**src/rtl/grf_mp_score.sv**
```systemverilog
// grf_mp_score: multi-port register file with a per-register pending
// scoreboard for the decode stage.
//   Params : DATA_W (register width), ADDR_W (2^ADDR_W registers, x0 = 0)
//   Clock  : clk, posedge; reset is synchronous, active-high
//   Read   : rd_addr0/1 -> rd_data0/1, rd_ready0/1 (combinational)
//   Write  : wr_en0/1, wr_addr0/1, wr_data0/1 (commit at posedge, port 1 wins)
//   Issue  : iss_en, iss_addr (mark destination pending)
//   Status : pending_cnt (registered count of pending registers)
//   Option : define GRF_BYPASS_EN for same-cycle write-to-read bypass
module grf_mp_score #(
   parameter int DATA_W = 32,
   parameter int ADDR_W = 5
) (
   input  logic              clk,
   input  logic              reset,
   input  logic [ADDR_W-1:0] rd_addr0,
   input  logic [ADDR_W-1:0] rd_addr1,
   output logic [DATA_W-1:0] rd_data0,
   output logic [DATA_W-1:0] rd_data1,
   output logic              rd_ready0,
   output logic              rd_ready1,
   input  logic              wr_en0,
   input  logic              wr_en1,
   input  logic [ADDR_W-1:0] wr_addr0,
   input  logic [ADDR_W-1:0] wr_addr1,
   input  logic [DATA_W-1:0] wr_data0,
   input  logic [DATA_W-1:0] wr_data1,
   input  logic              iss_en,
   input  logic [ADDR_W-1:0] iss_addr,
   output logic [ADDR_W:0]   pending_cnt
);

   localparam int DEPTH = 1 << ADDR_W;

   logic [DATA_W-1:0] mem_q [DEPTH];
   logic [DEPTH-1:0]  pend_q, pend_d;
   logic [ADDR_W:0]   cnt_q, cnt_d;

   logic w0_v, w1_v, iss_v;
   logic set_v, clr0_v, clr1_v;

   // x0 is never a target: writes and issues to it are dropped here.
   assign w0_v  = wr_en0 && (wr_addr0 != '0);
   assign w1_v  = wr_en1 && (wr_addr1 != '0);
   assign iss_v = iss_en && (iss_addr != '0);

   // Issue is applied after the clears: a newer producer keeps the bit set.
   always_comb begin
      pend_d = pend_q;
      if (w0_v) pend_d[wr_addr0] = 1'b0;
      if (w1_v) pend_d[wr_addr1] = 1'b0;
      if (iss_v) pend_d[iss_addr] = 1'b1;
   end

   // Count actual bit transitions; a register cleared by both ports
   // must only be counted once.
   assign set_v  = iss_v && !pend_q[iss_addr];
   assign clr0_v = w0_v && pend_q[wr_addr0] && !pend_d[wr_addr0];
   assign clr1_v = w1_v && pend_q[wr_addr1] && !pend_d[wr_addr1]
                   && !(w0_v && (wr_addr0 == wr_addr1));

   always_comb begin
      cnt_d = cnt_q
              + {{ADDR_W{1'b0}}, set_v}
              - {{ADDR_W{1'b0}}, clr0_v}
              - {{ADDR_W{1'b0}}, clr1_v};
   end

   always_ff @(posedge clk) begin
      if (reset) begin
         pend_q <= '0;
         cnt_q  <= '0;
         for (int i = 0; i < DEPTH; i++) mem_q[i] <= '0;
      end else begin
         pend_q <= pend_d;
         cnt_q  <= cnt_d;
         if (w0_v) mem_q[wr_addr0] <= wr_data0;
         // Port 1 is the younger writeback; its assignment lands last.
         if (w1_v) mem_q[wr_addr1] <= wr_data1;
      end
   end

   assign pending_cnt = cnt_q;

   always_comb begin
      rd_data0  = mem_q[rd_addr0];
      rd_ready0 = !pend_q[rd_addr0];
`ifdef GRF_BYPASS_EN
      if (w1_v && (wr_addr1 == rd_addr0)) begin
         rd_data0  = wr_data1;
         rd_ready0 = 1'b1;
      end else if (w0_v && (wr_addr0 == rd_addr0)) begin
         rd_data0  = wr_data0;
         rd_ready0 = 1'b1;
      end
`endif
      if (rd_addr0 == '0) begin
         rd_data0  = '0;
         rd_ready0 = 1'b1;
      end
   end

   always_comb begin
      rd_data1  = mem_q[rd_addr1];
      rd_ready1 = !pend_q[rd_addr1];
`ifdef GRF_BYPASS_EN
      if (w1_v && (wr_addr1 == rd_addr1)) begin
         rd_data1  = wr_data1;
         rd_ready1 = 1'b1;
      end else if (w0_v && (wr_addr0 == rd_addr1)) begin
         rd_data1  = wr_data0;
         rd_ready1 = 1'b1;
      end
`endif
      if (rd_addr1 == '0) begin
         rd_data1  = '0;
         rd_ready1 = 1'b1;
      end
   end

endmodule

```
**config.mk**
```make
export PLATFORM = sky130hd
export DESIGN_NAME = grf_mp_score
export DESIGN_NICKNAME = d
export VERILOG_FILES = /design/src/rtl/grf_mp_score.sv
export SDC_FILE = /design/constraint.sdc
export NUM_CORES = 2
export LEC_CHECK = 0
export CAP_MARGIN = 5
export CORE_MARGIN = 4
export CORE_UTILIZATION = 46
export CTS_BUF_LIST = sky130_fd_sc_hd__clkbuf_16
export CTS_CLUSTER_DIAMETER = 200
export DETAILED_ROUTE_END_ITERATION = 6
export DONT_BUFFER_PORTS = 1
export GPL_ROUTABILITY_DRIVEN = 0
export GPL_TIMING_DRIVEN = 0
export SLEW_MARGIN = 20
export SYNTH_ARGS = -nofsm -noshare
export SYNTH_HDL_FRONTEND = slang
export SYNTH_SLANG_ARGS = --single-unit
```
**constraint.sdc**
```tcl
create_clock -name clk -period 5.7 [get_ports clk]
set_input_delay 0.855 -clock clk [delete_from_list [all_inputs] [get_ports clk]]
set_output_delay 0.855 -clock clk [all_outputs]
set_load 0.03 [all_outputs]
```
---- After elaboration in Yosys (flattened, before gate mapping) ----
Memory sizes are Yosys's and may differ from the RTL's.
Cells that the tools add are included.
W data, S select, Z words.
word-level totals
  memory bits (writable) .................. 1024
  memories kept ........................... 1
  register bits ........................... 38
  output and inout port bits .............. 72
  input bits .............................. 94
memories
  name   words  bits a word  rd ports  clocked after memory_dff  write ports  line  source
  mem_q  32     32           2         0                         32           35    logic [DATA_W-1:0] mem_q [DEPTH];
cells by class
  bitwise logic cells ..................... 5
  $lt $le $gt $ge ......................... 8
  multiplexer cells ....................... 41
  $add $sub $neg .......................... 3
  reductions and logical operators ........ 26
  eq/ne operators ......................... 1
operators with widths
  cell                  number
  $mux W32              7
  $and A32 B32 Y32      2
  $not A32 Y32          2
  $reduce_or A32 Y1     2
  $bmux W1 S5           7
  $or A32 B32 Y32       1
  $lt A5 B6 Y1 const B  5
  $mux W1               22
  $demux W1 S5          3
  $ge A5 B1 Y1 const B  3
  $reduce_bool A5 Y1    3
  $logic_and A1 B1 Y1   13
  $sub A6 B1 Y6         2
  $logic_not A5 Y1      2
  $mux W5               2
  $add A6 B1 Y6         1
  $logic_not A1 Y1      6
  $eq A5 B5 Y1          1

---- Logic depth before layout (Yosys ltp) ----
  word-level depth ........................ 17
  gate-level depth with buffers ........... 20
  depth with buffers taken out ............ 17

---- Worst setup path before layout ----
Ideal clock, no wire load.
  path kind ............................... in2reg
  from .................................... in wr_addr1[2]
  to ...................................... reg cnt_q[5] (netlist: pending_cnt[5])
  path buffers ............................ 1
  data required time ...................... 5.572 ns
  setup slack ............................. 0.855 ns
  cell stages on the path ................. 16
  arrival time ............................ 4.717 ns
  path through ............................ buf_6 > or4b_4 > o221ai_2 > o31ai_1 > mux4_2 > nand2_1 > nand4_1 > or4_1 > fa_1 > ha_1 > ha_1 > fa_1 > a21o_1 > a21oi_1 > xnor2_1 > nor2_1
between the ends
  longest elaborated chain between the ends .. 15
  elaborated cells between the ends (all ways) .. 29
  those cells by class .................... add/sub: 2; order compare: 2; eq/ne: 1; mux: 10; bitwise: 3; reduce/logical: 11
ends and longest elaborated chain
  item                                                                line    source
  from (decl)                                                         25      input logic [ADDR_W-1:0] wr_addr1,
  $lt A5 B6 Y1 (not written as such) or $ge A5 B1 Y1 (tied branches)  51      if (w1_v) pend_d[wr_addr1] = 1'b0;
  $logic_and A1 B1 Y1 (not written as such)                           51
  $mux W1 (not written as such)                                       51
  $demux W1 S5                                                        51
  $not A32 Y32 (no line)                                              n/a
  $and A32 B32 Y32 (no line)                                          n/a
  $mux W32                                                            51
  $or A32 B32 Y32 (no line)                                           n/a
  $mux W32                                                            52      if (iss_v) pend_d[iss_addr] = 1'b1;
  $bmux W1 S5, on equally long branches                               58, 59
  $mux W1, on equally long branches                                   58, 59
  $logic_not A1 Y1, on equally long branches                          58, 59
  $logic_and A1 B1 Y1, on equally long branches                       58, 59
  $sub A6 B1 Y6 or $logic_and A1 B1 Y1 (tied branches)                65, 60
  $sub A6 B1 Y6 *                                                     66      - {{ADDR_W{1'b0}}, clr1_v};
  to (signal assigned)                                                76      cnt_q <= cnt_d;
  to (decl)                                                           37      logic [ADDR_W:0] cnt_q, cnt_d;
Mark *: on every way between the ends. The rest lies on a longest branch, timed or not. The select of a mux whose other input is x is not followed.
A chain may end at the register's enable or synchronous reset.

---- Worst setup path after layout ----
  from .................................... in rd_addr0[0]
  to ...................................... out rd_data0[31]
between the ends
  longest elaborated chain between the ends .. 2
  elaborated cells between the ends (all ways) .. 3
  those cells by class .................... mux: 1; reduce/logical: 1; memory: 1
ends and longest elaborated chain
  item                                                 line  source
  from (decl)                                          16    input logic [ADDR_W-1:0] rd_addr0,
  $mem_v2 Z32 W32 or $logic_not A5 Y1 (tied branches)  n/a
  $mux W32 *                                           97    if (rd_addr0 == '0) begin
  to (decl)                                            18    output logic [DATA_W-1:0] rd_data0,
Mark *: on every way between the ends. The rest lies on a longest branch, timed or not.

==> flow_summary_export.csv <==
group,metric,value,unit
power,peakVddDrop,0.000271,V
sta,slew_headroom,0.0629,
logic_synthesis,synthSimpleGateAreaFrac,0.0315,
grt,grt_use_total,0.378,
die,die_area,140000,µm²
job,drv_cap,0,
logic_synthesis,synth_edf_count,1024,
worst_setup_path,critPathArrivalTime,4.97,ns
grt,antenna_found_initial,12,
power,internal_power,14400,µW
power,p_sw,5710,µW
detailed_routing,wl_per_cell,44.4,µm
detailed_routing,drc,2,
cells_and_area,finalNonFillerCells,6091,
grt,grt-busiest-layer,"met2",
grt,grt_overflow,0,
detailed_routing,drtPass1Iterations,7,
sta,finClkSkew,0.0309,ns
placed_design,dpl.hpwl,197000,µm
worst_setup_path,cp.required,4.85,ns
logic_synthesis,synth_area,61800,µm²
worst_setup_path,critical_path_peak_fanout,10,
die,die_x,374,µm
grt,met2_usage,0.534,
power,p_per_area,289,nW/µm²
die,start_util,0.463,
clock_network,cts_buffers,117,
logic_synthesis,synth_ff_type,"edfxtp_1",
power,cellLeakagePower,0.0228,µW
cells_and_area,drive_gt1_frac,0.259,
clock_network,cts_max_level,3,
detailed_routing,antenna_left,0,
logic_synthesis,yosys_warnings,0,
placed_design,io_buffers,0,
logic_synthesis,synthMuxAreaShare,0.262,
clock_network,path_clk_slew,0.06,ns
logic_synthesis,synth_cells,3979,
sta,hold_violations,0,
cells_and_area,fin_nets,4298,
power,pwr-share-seq,0.464,
status,violations,"design-rule violations, negative setup slack",
grt,grt_pass1_vias,45500,
worst_hold_path,hold_path_class,"primary input to flip-flop",
logic_synthesis,synth_top_family_by_area,"multiplexers",
sta,worst_slack,-0.125,ns
grt,met3_usage,0.146,
clock_network,cts_tree,"built",
clock_network,cts_root_buf,"clkbuf_16",
grt,grt.met1_usage,0.488,
worst_setup_path,critPathSlowestCell,"buf_2",
detailed_routing,via_per_inst,7.81,
logic_synthesis,syn_avg_cell_area,15.5,µm²
die,core_area,133000,µm²
die,ios,166,
status,status,"finished, violations left",
clock_network,postCtsSetupRepairBufs,0,
detailed_routing,via_count,47500,
cells_and_area,final_common_cell,"edfxtp_1",
worst_setup_path,path_class,"primary input to output port",
die,die_h,374,µm
placed_design,place_inst,5844,
sta,rsz0062_at_grt,"no",
sta,period_share,1.02,
grt,grt_max_degree,33,
power,finalPower,20100,µW
worst_setup_path,crit_chain,"clkbuf_1 > clkbuf_1 > buf_2 > mux4_2 > mux4_2 > mux2i_1 > nor2_1",
cells_and_area,area_growth,12.8,%
die,rows,134,
sta,slew_viol_final,0,
clock_network,clk-insertion-delay-late,0.78,ns
power,swShare,0.283,
power,combPwrFrac,0.160,
sta,setup_viol,2,
power,p_clk_frac,0.376,
detailed_routing,wirelength,270000,µm
sta,fmax,172,MHz
cells_and_area,final_cell_mix,"edfxtp_1, a22o_1, mux4_2",
logic_synthesis,synth-seq-area-share,0.510,
logic_synthesis,synthArstFlopShare,0,
logic_synthesis,synth_seq_cells,1062,
logic_synthesis,yosys.area_share.xor_xnor,0.00128,
sta,fin_tns_setup,-0.129,ns
clock_network,clockBufferDepth,3,
clock_network,clock_sinks,1062,
sta,tightest_slew,1.40,ns
cells_and_area,post-route-util,0.522,
logic_synthesis,synth_compound_area_frac,0.155,
logic_synthesis,synth_fa_ha_area_frac,0.00186,
worst_setup_path,slowest_delay,0.73,ns
detailed_routing,drtIter0Drc,8827,
worst_setup_path,end_kind,"output port",
sta,fin_crit,5.83,ns
grt,grt_first_pass_wirelength,367000,µm
worst_setup_path,worstSetupStartpointType,"primary input",
logic_synthesis,synth_cell_types,67,
cell families (layout without fill, tap and decap cells):
kind of cell | count (synthesis) | in the layout
other | 1 | 61
AND/OR/NAND/NOR | 393 | 393
adder cells (fa/ha/maj) | 8 | 8
buffers and inverters | 621 | 905
XOR/XNOR | 9 | 9
multiplexers | 767 | 767
AO/OA/AOI/OAI | 1118 | 1118
flip-flops | 1062 | 1062
critical path: cells and delay by family:
kind                   cells  cell delay [ns]
and+or+nand+nor            1             0.48
buffers and inverters      3             1.81
muxes                      3             1.79
sequential cells by signal, indices dropped and copies added (netlist names):
register     cells
pending_cnt      6
pend_q          32
mem_q         1024
power by group through the flow:
stage	Sequential [µW]	Combinational (µW)	Clock, µW
detailed placement	9490	3100	0
global route	9380	3260	7820
global placement	9490	2970	0
finish	9340	3220	7580
floorplan	9390	1990	0
CTS	9330	3110	7510
layer usage:
metal | share of wire | up-vias
met5 | 0.00051 | -
met4 | 0.083 | 6
met3 | 0.15 | 1053
met2 | 0.42 | 4689
met1 | 0.34 | 24300
li1 | - | 17500
repair_timing:
| action | in CTS | in global routing |
|---|---|---|
| hold buffers | 0 | 0 |
| gates resized for setup | 0 | 8 |
| setup endpoints to repair | 0 | 8 |
Yosys cell counts (4+ instances only):
cell | n | area share
and2_1 | 10 | 0.0010
mux2i_1 | 85 | 0.014
nor3b_1 | 6 | 0.00073
a21oi_1 | 21 | 0.0017
dfxtp_1 | 38 | 0.012
clkbuf_1 | 524 | 0.032
nor3_1 | 53 | 0.0043
a32oi_1 | 6 | 0.00085
o22ai_1 | 13 | 0.0013
a211oi_1 | 12 | 0.0015
nand2_1 | 61 | 0.0037
edfxtp_1 | 1024 | 0.50
buf_1 | 66 | 0.0040
o221ai_1 | 17 | 0.0024
and3b_1 | 4 | 0.00057
o21ai_0 | 13 | 0.0011
xnor2_1 | 7 | 0.00099
a31oi_1 | 7 | 0.00071
nor2_1 | 161 | 0.0098
mux4_2 | 679 | 0.25
nand4_1 | 7 | 0.00071
a2111oi_0 | 6 | 0.00085
or2_2 | 4 | 0.00040
buf_2 | 17 | 0.0014
nand3b_1 | 7 | 0.00085
nand4b_1 | 4 | 0.00057
a22oi_1 | 18 | 0.0022
inv_1 | 12 | 0.00073
nand4bb_1 | 4 | 0.00073
nor4_1 | 8 | 0.00081
ha_1 | 6 | 0.0012
nor2b_1 | 12 | 0.0012
nand2b_1 | 11 | 0.0011
a22o_1 | 982 | 0.14
nand3_1 | 16 | 0.0013
stage by stage:
stage,setup WS [ns],area [µm²],hold slack (ns)
after floorplan,0.855,61900,0.499
after detailed placement,-0.277,65800,0.586
final,-0.125,69700,0.279
after global placement,-0.962,64100,0.575
after global routing,0.00751,69600,0.281
after CTS,0.102,69500,0.257
final timing paths:
kind | endpoint | from | slack (ns) | cells after the start
worst max register to register | pending_cnt[5]$_SDFF_PP0_ | pend_q[0]$_SDFF_PP0_ | 1.19 | 15
worst min register to register | pend_q[0]$_SDFF_PP0_ | pend_q[0]$_SDFF_PP0_ | 0.61 | 1
worst min-delay path | mem_q[28][29]$_DFFE_PP_ | wr_data0[29] | 0.28 | 1
worst max-delay path | rd_data0[31] | rd_addr0[0] | -0.13 | 7
final cells by class:
class / count / area (µm²)
fill: 11100 / 63800
clock inverter: 98 / 699
timing repair buffer: 67 / 1060
antenna: 29 / 72.6
sequential: 1062 / 31500
multi-input combinational: 2327 / 28700
tap: 1768 / 2210
inverter: 12 / 45.0
clock buffer: 119 / 2980
buffer: 609 / 2430
No activity file was read; power rests on OpenSTA's default activity.
